$ cat config.mk
export PLATFORM = sky130hd
export DESIGN_NAME = seg_scan_display
export DESIGN_NICKNAME = d
export VERILOG_FILES = /design/src/rtl/display_pkg.sv /design/src/rtl/seg7_decode.sv /design/src/rtl/seg_scan_display.sv
export SDC_FILE = /design/constraint.sdc
export NUM_CORES = 1
export LEC_CHECK = 0
export CAP_MARGIN = 20
export CORE_MARGIN = 3
export CORE_UTILIZATION = 60
export CTS_BUF_LIST = sky130_fd_sc_hd__clkbuf_2 sky130_fd_sc_hd__clkbuf_4 sky130_fd_sc_hd__clkbuf_8
export DETAILED_ROUTE_END_ITERATION = 10
export PLACE_DENSITY = 0.92
export SYNTH_ARGS = -nofsm -noshare
export SYNTH_HDL_FRONTEND = slang
export SYNTH_HIERARCHICAL = 1
export SYNTH_SLANG_ARGS = --single-unit
export TNS_END_PERCENT = 50
$ cat constraint.sdc
create_clock -name clk -period 5.5 [get_ports clk]
set_clock_uncertainty 0.1 [all_clocks]
set_input_delay 1.65 -clock clk [delete_from_list [all_inputs] [get_ports clk]]
set_output_delay 1.65 -clock clk [all_outputs]
set_load 0.02 [all_outputs]
$ cat src/rtl/display_pkg.sv
// Segment constants shared by the clock-page display stages.
// Segment bytes are {a,b,c,d,e,f,g,dp}, active-high.
package display_pkg;

    typedef logic [7:0] seg_t;

    localparam seg_t SEG_0     = 8'hFC;
    localparam seg_t SEG_1     = 8'h60;
    localparam seg_t SEG_2     = 8'hDA;
    localparam seg_t SEG_3     = 8'hF2;
    localparam seg_t SEG_4     = 8'h66;
    localparam seg_t SEG_5     = 8'hB6;
    localparam seg_t SEG_6     = 8'hBE;
    localparam seg_t SEG_7     = 8'hE0;
    localparam seg_t SEG_8     = 8'hFE;
    localparam seg_t SEG_9     = 8'hF6;
    localparam seg_t SEG_DASH  = 8'h02;
    localparam seg_t SEG_BLANK = 8'h00;

    localparam logic [3:0] NIB_SEP = 4'hF;

endpackage

$ cat src/rtl/seg7_decode.sv
// Combinational nibble-to-segment decoder; separator shows a dash, A..E blank.
module seg7_decode
    import display_pkg::*;
(
    input  logic [3:0] nib_i,
    output seg_t       seg_o
);

    always_comb begin
        seg_o = SEG_BLANK;
        case (nib_i)
            4'd0:    seg_o = SEG_0;
            4'd1:    seg_o = SEG_1;
            4'd2:    seg_o = SEG_2;
            4'd3:    seg_o = SEG_3;
            4'd4:    seg_o = SEG_4;
            4'd5:    seg_o = SEG_5;
            4'd6:    seg_o = SEG_6;
            4'd7:    seg_o = SEG_7;
            4'd8:    seg_o = SEG_8;
            4'd9:    seg_o = SEG_9;
            NIB_SEP: seg_o = SEG_DASH;
            default: seg_o = SEG_BLANK;
        endcase
    end

endmodule

$ cat src/rtl/seg_scan_display.sv
// Eight-tube multiplexed 7-segment driver with per-frame input capture and digit blinking.
module seg_scan_display
    import display_pkg::*;
#(
    parameter int unsigned SCAN_DIV  = 100_000,
    parameter int unsigned BLINK_DIV = 25_000_000
) (
    input  logic        clk,
    input  logic        rst,
    input  logic [31:0] time_data,
    input  logic [7:0]  blink_mask,
    output logic [7:0]  digit1,
    output logic [7:0]  digit2,
    output logic [7:0]  tube_sel
);

    localparam int unsigned ScanW  = $clog2(SCAN_DIV);
    localparam int unsigned BlinkW = $clog2(BLINK_DIV);

    logic [ScanW-1:0]  scan_cnt_q, scan_cnt_d;
    logic [2:0]        idx_q, idx_d;
    logic [BlinkW-1:0] blink_cnt_q, blink_cnt_d;
    logic              blink_on_q, blink_on_d;
    logic              first_q;
    logic [31:0]       shadow_data_q, shadow_data_d;
    logic [7:0]        shadow_mask_q, shadow_mask_d;
    logic [7:0]        digit1_q, digit1_d;
    logic [7:0]        digit2_q, digit2_d;
    logic [7:0]        tube_sel_q, tube_sel_d;

    logic        scan_tc;
    logic        blink_tc;
    logic        frame_wrap;
    logic [31:0] cur_data;
    logic [7:0]  cur_mask;
    logic [3:0]  cur_nib;
    seg_t        dec_seg;
    seg_t        vis_seg;

    assign scan_tc    = (scan_cnt_q == ScanW'(SCAN_DIV - 1));
    assign blink_tc   = (blink_cnt_q == BlinkW'(BLINK_DIV - 1));
    assign frame_wrap = scan_tc && (idx_q == 3'd0);

    // The first cycle after reset shows the freshly sampled inputs, not the cleared shadow.
    assign cur_data = first_q ? time_data : shadow_data_q;
    assign cur_mask = first_q ? blink_mask : shadow_mask_q;
    assign cur_nib  = cur_data[{idx_q, 2'b00} +: 4];

    seg7_decode u_decode (
        .nib_i (cur_nib),
        .seg_o (dec_seg)
    );

    always_comb begin
        scan_cnt_d    = scan_tc ? '0 : scan_cnt_q + ScanW'(1);
        idx_d         = scan_tc ? idx_q - 3'd1 : idx_q;
        blink_cnt_d   = blink_tc ? '0 : blink_cnt_q + BlinkW'(1);
        blink_on_d    = blink_tc ? ~blink_on_q : blink_on_q;
        shadow_data_d = shadow_data_q;
        shadow_mask_d = shadow_mask_q;
        if (first_q || frame_wrap) begin
            shadow_data_d = time_data;
            shadow_mask_d = blink_mask;
        end

        vis_seg = (cur_mask[idx_q] && !blink_on_q) ? SEG_BLANK : dec_seg;

        tube_sel_d = 8'h01 << idx_q;
        digit1_d   = SEG_BLANK;
        digit2_d   = SEG_BLANK;
        if (idx_q[2]) begin
            digit1_d = vis_seg;
        end else begin
            digit2_d = vis_seg;
        end
    end

    always_ff @(posedge clk) begin
        if (rst) begin
            scan_cnt_q    <= '0;
            idx_q         <= 3'd7;
            blink_cnt_q   <= '0;
            blink_on_q    <= 1'b1;
            first_q       <= 1'b1;
            shadow_data_q <= '0;
            shadow_mask_q <= '0;
            digit1_q      <= '0;
            digit2_q      <= '0;
            tube_sel_q    <= '0;
        end else begin
            scan_cnt_q    <= scan_cnt_d;
            idx_q         <= idx_d;
            blink_cnt_q   <= blink_cnt_d;
            blink_on_q    <= blink_on_d;
            first_q       <= 1'b0;
            shadow_data_q <= shadow_data_d;
            shadow_mask_q <= shadow_mask_d;
            digit1_q      <= digit1_d;
            digit2_q      <= digit2_d;
            tube_sel_q    <= tube_sel_d;
        end
    end

    assign digit1   = digit1_q;
    assign digit2   = digit2_q;
    assign tube_sel = tube_sel_q;

endmodule

==> results_dict.tcl <==
set metrics [dict create \
    powerDensity_nw_per_um2 255 \
    start_util_pct 63.2 \
    p_clk_share_pct 34.2 \
    num_vias 4248 \
    critPathRequiredTime_ns 5.71 \
    p_switching_mw 0.381 \
    synth-edff-count 0 \
    drc 0 \
    grt_pass1_wl_mm 19.7 \
    async_flop_share_pct 0 \
    io_pins 66 \
    core_um2 8380 \
    h-tree-depth 3 \
    cts_tree "built" \
    finalHoldViolCount 0 \
    irDropWorstVdd_mv 0.135 \
    io_buffers 65 \
    syn_area_per_cell_um2 9.58 \
    dp_hpwl_mm 8.22 \
    clockBufferDepth 2 \
    setup_viol 0 \
    grt_pass1_vias 4178 \
    met1_usage_pct 29.9 \
    ys_types 48 \
    drive_above_1_share_pct 9.87 \
    syn-num-nets 609 \
    drv_cap 0 \
    p_int_mw 1.19 \
    status "finished clean" \
    ctsHoldBuffers 0 \
    root_buffer "clkbuf_8" \
    slew_headroom_pct 31.4 \
    synthTopCellsByArea "dfxtp_1 42%, mux4_2 9.4%, mux2i_1 7.9%, nand2_1 7.7%, ha_1 3.3%" \
    fp.dieArea_um2 9990 \
    dpl_cell_area_um2 5960 \
    reg2regPathDepth 7 \
    antenna_found_initial 0 \
    cts_setup_buffers 0 \
    chipWidth_um 100 \
    grtUsageMet3_pct 4.24 \
    reg2reg_from "idx_q[0]$_SDFFE_PP1P_" \
    numCtsBuffers 9 \
    final_max_slew_viol_count 0 \
    grt_max_degree 73 \
    combPwrFrac_pct 12.0 \
    p_sw_share_pct 24.2 \
    rsz0062_at_grt "false" \
    cp_max_fo 10 \
    wl_per_cell_um 16.1 \
    min_period_over_period_pct 70.1 \
    antenna_left 0 \
    clk_pin_slew_worst_paths_ns 0.09 \
    cts_resized 0 \
    layout_min_cycle_time_ns 3.86 \
    hold_path.startpoint "shadow_data_q[20]$_SDFFE_PP0P_" \
    grt_use_met2_pct 42.7 \
    cp-end-kind "flop" \
    synth_top_area_cell "dfxtp_1" \
    synth_top_cell_area_share_pct 42.0 \
    leakagePower_nw 2.46 \
    setup_tns_ns 0 \
    syn_area_um2 5300 \
    max_freq_ghz 0.259 \
    r2r_slack_ns 2.38 \
    grtUsageTotal_pct 24.5 \
    antennaDiodeCount 0 \
    p_total_mw 1.57 \
    clock-sinks 111 \
    synthFlopType "dfxtp_1" \
    r2r_end "digit2[1]$_SDFF_PP0_" \
    yosys_register_bits 111 \
    routed_wl_mm 11.5 \
    clk_latency_ns 0.38 \
    holdPathStages 2 \
    grt-ovfl-total 0 \
    tightest_slew_ns 1.02 \
    criticalPathCategory "input port to flop" \
    row_count 33 \
    drt_first_pass_iters 5 \
    start_kind "input port" \
    stdcell_area_um2 6180 \
    final_nets 659 \
    n_fill_cell 565 \
    synth_warnings 6 \
    drt_iter0_markers 278 \
    routed_via_density 5.96 \
    p_seq_share_pct 53.8 \
    top_usage_layer "met2" \
    ys_seq_area_share_pct 42.0 \
    die-height_um 100 \
    min_path_type "flop to flop" \
    hold_path_end "shadow_data_q[20]$_SDFFE_PP0P_" \
    crit_arrival_ns 4.07 \
    syn_inst 553 \
    gp_congestion 0.877 \
    syn_to_final_growth_pct 16.7 \
]
## cell usage after synthesis, types with 11 or more instances
cell,instances
a21oi_1,18
o21ai_0,11
mux2i_1,42
nor2_1,38
xor2_1,14
clkbuf_1,16
nand3_1,19
and3_1,24
mux4_2,22
dfxtp_1,111
nand2_1,109
ha_1,14
## cell type report
type	count	area, um2	share of cell area (%)
timing repair buffer	69	681	11.0
inverter	12	47.5	0.769
multi-input combinational	400	2880	46.5
clock buffer	10	131	2.13
tap	105	131	2.13
clock inverter	6	91.3	1.48
sequential	111	2220	36.0
## cells in the final DEF, fill, tap and decap left out, types with 10 or more instances in the layout
cell               n
a21oi_1           18
and3_1            24
clkdlybuf4s50_1   65
dfxtp_1          111
ha_1              14
mux2i_1           42
mux4_2            22
nand2_1          109
nand3_1           19
nand4_1           10
nor2_1            38
o21ai_0           11
xnor2_1           10
xor2_1            14
## layer usage
metal / up-vias / wire length, um
met5: - / 0
met4: 0 / 271
met3: 27 / 646
met2: 154 / 5930
met1: 2039 / 4660
li1: 2028 / -
## power groups by stage
stage	Sequential (mW)	Clock, mW	Combinational (mW)
finish	0.848	0.538	0.189
global route	0.852	0.580	0.207
CTS	0.848	0.547	0.189
detailed placement	0.866	0	0.187
global placement	0.863	0	0.178
floorplan	0.870	0	0.115
## cell families (layout without fill, tap and decap cells)
family | count (synthesis) | count (layout) | share of synthesized area [%]
buffers and inverters | 42 | 97 | 3.97
and+or+nand+nor | 249 | 249 | 23.6
muxes | 64 | 64 | 17.3
AOI/OAI and AO/OA | 48 | 48 | 5.81
adders and majority gates | 14 | 14 | 3.31
other | 1 | 1 | 0.0708
DFF | 111 | 111 | 42.0
xor gates and xnor gates | 24 | 24 | 3.97
## worst max path at each step
stage / start / endpoint / slack [ns] / cells after the start
after floorplan: time_data[21] / digit1[4]$_SDFF_PP0_ / 1.99 / 8
after global placement: time_data[29] / digit1[4]$_SDFF_PP0_ / 1.41 / 9
after detailed placement: time_data[7] / digit2[1]$_SDFF_PP0_ / 1.32 / 9
after CTS: time_data[7] / digit2[1]$_SDFF_PP0_ / 1.68 / 9
after global routing: time_data[7] / digit2[1]$_SDFF_PP0_ / 1.47 / 9
final: time_data[7] / digit2[1]$_SDFF_PP0_ / 1.64 / 9
## state kept, by name, summed over array words and instances (netlist names)
signal / count
shadow_mask_q: 8
tube_sel: 8
idx_q: 3
first_q: 1
shadow_data_q: 32
digit2: 8
scan_cnt_q: 17
blink_cnt_q: 25
blink_on_q: 1
digit1: 8
## per-stage QoR
| step | util (%) | hold slack (ns) | setup WS, ns | cells |
|---|---|---|---|---|
| 2_1_floorplan | - | 0.318 | 1.99 | 553 |
| 5_1_grt | 73.7 | 0.386 | 1.47 | 713 |
| 4_1_cts | 73.7 | 0.366 | 1.68 | 713 |
| 3_5_place_dp | 71.1 | 0.349 | 1.32 | 697 |
| 6_report | 73.7 | 0.361 | 1.64 | 713 |
| 3_3_place_gp | 71.1 | 0.329 | 1.41 | 697 |
## critical path, stage by stage
cell and delay, ns:
clkdlybuf4s50_1 0.47, mux4_2 0.25, nand2_1 0.05, and3_1 0.20, a31oi_1 0.71, nor2b_4 0.35
nor3_2 0.07, a21oi_2 0.15, and3_1 0.16
(Power assumes the default switching activity.)
